**src/rtl/imem_loader.sv**
```systemverilog
// Instruction-memory writer: packs a little-endian byte stream into 32-bit words,
// writes them at sequential addresses and releases the CPU once the load completes.
module imem_loader #(
   parameter int                    ADDR_WIDTH  = 32,
   parameter int                    DEPTH_WORDS = 256,
   parameter logic [ADDR_WIDTH-1:0] BASE_ADDR   = '0
) (
   input  logic                  clk,
   input  logic                  reset,
   input  logic                  start,
   input  logic [15:0]           word_count,
   input  logic [7:0]            byte_in,
   input  logic                  byte_valid,
   output logic                  byte_ready,
   output logic                  mem_we,
   output logic [ADDR_WIDTH-1:0] mem_addr,
   output logic [31:0]           mem_wdata,
   output logic                  cpu_hold,
   output logic                  busy,
   output logic                  done,
   output logic                  error,
   output logic [15:0]           words_written
);

   typedef enum logic [2:0] {IDLE, RECV, WRITE, DONE, ERR} state_t;

   state_t                  state_reg;
   logic [1:0]              lane_reg;
   logic [15:0]             count_reg;
   logic [15:0]             written_reg;
   logic [31:0]             word_reg;
   logic [ADDR_WIDTH-1:0]   addr_reg;
   logic                    start_ok;

   assign start_ok = start && (state_reg == IDLE || state_reg == DONE || state_reg == ERR);

   always_ff @(posedge clk or negedge reset) begin
      if (!reset) begin
         state_reg   <= IDLE;
         lane_reg    <= 2'd0;
         count_reg   <= 16'd0;
         written_reg <= 16'd0;
         word_reg    <= 32'd0;
         addr_reg    <= BASE_ADDR;
      end else begin
         case (state_reg)
            RECV: begin
               if (byte_valid) begin
                  word_reg[lane_reg*8 +: 8] <= byte_in;
                  lane_reg                  <= lane_reg + 2'd1;
                  if (lane_reg == 2'd3)
                     state_reg <= WRITE;
               end
            end
            WRITE: begin
               written_reg <= written_reg + 16'd1;
               addr_reg    <= addr_reg + ADDR_WIDTH'(4);
               lane_reg    <= 2'd0;
               state_reg   <= (written_reg + 16'd1 == count_reg) ? DONE : RECV;
            end
            default: begin
               if (start_ok) begin
                  count_reg   <= word_count;
                  written_reg <= 16'd0;
                  addr_reg    <= BASE_ADDR;
                  lane_reg    <= 2'd0;
                  word_reg    <= 32'd0;
                  if (word_count == 16'd0)
                     state_reg <= DONE;
                  else if (int'(word_count) > DEPTH_WORDS)
                     state_reg <= ERR;
                  else
                     state_reg <= RECV;
               end
            end
         endcase
      end
   end

   // Control outputs are pure decodes of the registered state.
   assign byte_ready    = (state_reg == RECV);
   assign mem_we        = (state_reg == WRITE);
   assign busy          = (state_reg == RECV) || (state_reg == WRITE);
   assign done          = (state_reg == DONE);
   assign error         = (state_reg == ERR);
   assign cpu_hold      = (state_reg != DONE);
   assign mem_addr      = addr_reg;
   assign mem_wdata     = word_reg;
   assign words_written = written_reg;

endmodule

```
**config.mk**
```make
export PLATFORM = sky130hd
export DESIGN_NAME = imem_loader
export DESIGN_NICKNAME = d
export VERILOG_FILES = /design/src/rtl/imem_loader.sv
export SDC_FILE = /design/constraint.sdc
export NUM_CORES = 1
export LEC_CHECK = 0
export ABC_AREA = 1
export ABC_CLOCK_PERIOD_IN_PS = 1900
export CAP_MARGIN = 20
export CORE_UTILIZATION = 52
export DETAILED_ROUTE_END_ITERATION = 8
export PLACE_DENSITY_LB_ADDON = 0.1
export SYNTH_ARGS = -nofsm -noshare
export SYNTH_HDL_FRONTEND = slang
export SYNTH_SLANG_ARGS = --single-unit
```
**constraint.sdc**
```tcl
create_clock -name clk -period 1.9 [get_ports clk]
set_input_delay 0.19 -clock clk [delete_from_list [all_inputs] [get_ports clk]]
set_output_delay 0.19 -clock clk [all_outputs]
set_load 0.02 [all_outputs]
```
==> qor.txt <==
run status = complete, no violations
hold slack = 300 ps
Final Hold Fails = 0
share of layout cells above drive strength 1 = 10.6%
PD cells = 1000 nW/µm²
LEAKAGE = 3.21 nW
nets@finish = 861
final wirelength = 14500 µm
critical path required time = 2200 ps
Pins Over Slew Limit = 0
Core ar. = 9910 µm²
switching pwr = 2.83 mW
Vias = 5210
n_diodes = 0
register share of total power = 38.7%
DP Worst Slack = 33.0 ps
average wire per standard cell = 15.0 µm
Antenna Nets Post-Route = 0
first-pass GRT wire length = 24200 µm
GRT Total Usage = 27.8%
Seq/Total Area, Yosys = 46.0%
max frequency = 545 MHz
minimum clock period = 1830 ps
RR Startpoint = words_written[1]$_DFFE_PN0P_
Setup crit end kind = flip-flop
initial antenna violation count = 0
Synth cell types = 46
Worst IR Drop VDD = 0.696 mV
clock power share = 21.0%
Worst Setup SP = words_written[1]$_DFFE_PN0P_
synthesized flop and latch total = 99
Yosys warnings = 0
Die W = 104 µm
crit path kind = reg -> reg
CTS root buffer = clkbuf_8
Min-Delay Path Class = in -> async
Die ar. = 10800 µm²
Die Ht = 104 µm
count of non-filler cells in the finished layout = 965
CP Launch Type = flip-flop
Switching Fraction = 40.0%
maxcap violations = 0
Finish-stage setup viols = 0
maximum clock insertion buffer count = 2
Avg Cell Area, Syn = 7.83 µm²
area of placed instances = 6760 µm²
FFs w/ async S/R, synth = 100%
Tot Pwr = 7.09 mW
GRT overflow = 0
DRC Markers = 0
largest net degree at the start of global routing = 38
Final TNS setup = 0 ps
Worst Skew = 12.2 ps
RSZ-0062 raised after global routing = yes
CTS buffer count = 9
post-DP HPWL = 10600 µm
Layout fillers = 787
GPL Wtd Cong = 0.864
clock sinks = 99
Avg Vias per Cell = 5.40
setup slack after layout = 65.3 ps
Clk pin slew, worst setup/hold paths = 100 ps
Synth Instances = 687
H-tree Lvls = 3
fin util = 71.5%
Int Pwr = 4.25 mW
CP Max Fanout = 4
# rows = 36
combinational power share = 40.4%
Layout area overhead = 31.7%
ys flop type = dfrtp_1
vias in the first global route = 5118
Cell Area, Synth = 5380 µm²
EDFF count, synth = 0
number of flip-flops in the largest register = 32
starting density of the core = 54.3%
Clk Latency, worst-skew pair = 370 ps
Cells after DPL = 938
CTS tree = yes
starting DRC count in detailed routing = 276
TritonRoute pass-1 iters = 5
r2r worst-path depth = 11
design area = 7090 µm²
Tcrit/Tclk final = 96.6%
arrival time worst endpoint = 2140 ps
number of I/O pins = 114
I/O Buffers = 111
-- kinds of logic (layout without fill, tap and decap cells) --
family,after synthesis,in the layout,share of synthesized area (%)
buffers and inverters,116,260,8.58
AO/OA/AOI/OAI,118,118,12.8
AND/OR/NAND/NOR,341,341,30.1
XOR/XNOR,6,6,0.977
other,1,2,0.0697
flip-flops,99,99,46.0
adder cells (fa/ha/maj),6,6,1.39
-- metal layers --
metal	global-route usage, %	vias to the layer above	wire length, µm
met3	4.78	35	928
li1	-	2546	-
met4	11.3	0	410
met2	46.4	190	7000
met5	0	-	0
met1	35.9	2439	6180
-- area by class of cell --
cell class              count  area (µm²)  share of cell area (%)
multi-input cells         473        2490                    35.1
flip-flops and latches     99        2480                    35.0
repair buffers            143        1370                    19.3
inverters                 101         382                    5.38
well taps                 133         166                    2.35
clock buffers              11         131                    1.85
clock inverters             5        77.6                    1.09
-- power by group through the flow --
stage                     registers (mW)  clock network, mW  logic [mW]
after floorplan                     2.88                  0        1.65
after global placement              2.75                  0        2.75
after detailed placement            2.77                  0        2.80
after CTS                           2.73               1.50        2.79
after global routing                2.78               1.59        3.14
final                               2.74               1.49        2.86
-- cells in the final DEF (no fill, tap or decap), types with 3 or more instances in the layout --
cell	n
dfrtp_1	99
nand3b_1	6
o21ai_1	18
nand2_1	164
o21ai_0	41
nor3_1	13
a21oi_1	21
nand2_2	5
o31ai_1	11
nor2_2	5
o21a_1	3
clkbuf_8	9
nor4_1	4
nor2_4	5
clkdlybuf4s50_1	104
nor2_1	45
ha_1	6
nand4_1	16
nor3_4	3
dlygate4sd2_1	5
xor2_1	5
inv_2	7
o22ai_1	12
inv_1	91
nand3_1	64
buf_4	30
-- cells in the mapped netlist, drive strengths merged, types with 2 or more instances --
cell type  instances  share of area, %
a21boi             2              0.35
a21oi             23               2.3
buf                9               1.1
clkbuf             6              0.42
clkinv             2              0.14
dfrtp             99                46
ha                 6               1.4
inv               99               7.0
nand2            172                13
nand3             67               6.4
nand3b             6              0.84
nand4             17               2.3
nor2              55               4.5
nor3              17               2.2
nor3b              2              0.28
nor4               5              0.86
o21a               3              0.42
o21ai             61               5.8
o22ai             12               1.4
o31ai             11               1.5
o41ai              2              0.47
xor2               5              0.81
-- critical path, cell delays in order, from the launching register on --
cell and delay [ps]:
dfrtp_1 410, ha_1 220, nand3_1 160, nor2_2 170
nand4_1 140, nand3_1 140, nand2_1 60, nor2_1 90
nand3_1 90, nor2_1 140, nor2_1 60, nor2_1 90
-- final timing paths --
kind / to / slack, ps
max: state_reg[1]$_DFFE_PN0P_ / 70
max in group asynchronous: mem_addr[4]$_DFFE_PN0P_ / 1050
min: words_written[13]$_DFFE_PN0P_ / 300
max reg2reg: state_reg[1]$_DFFE_PN0P_ / 70
min in group clk: count_reg[3]$_DFFE_PN0P_ / 390
min reg2reg: mem_wdata[19]$_DFFE_PN0P_ / 490
-- timing repair --
item / 4_1_cts / 5_1_grt
pin swaps: 0 / 6
endpoints found under the hold margin: 28 / 0
hold buffers: 1 / 0
buffers inserted: 0 / 10
gates resized for setup: 8 / 11
gates cloned: 0 / 0
setup endpoints to repair: 6 / 24
(Power assumes the default switching activity.)
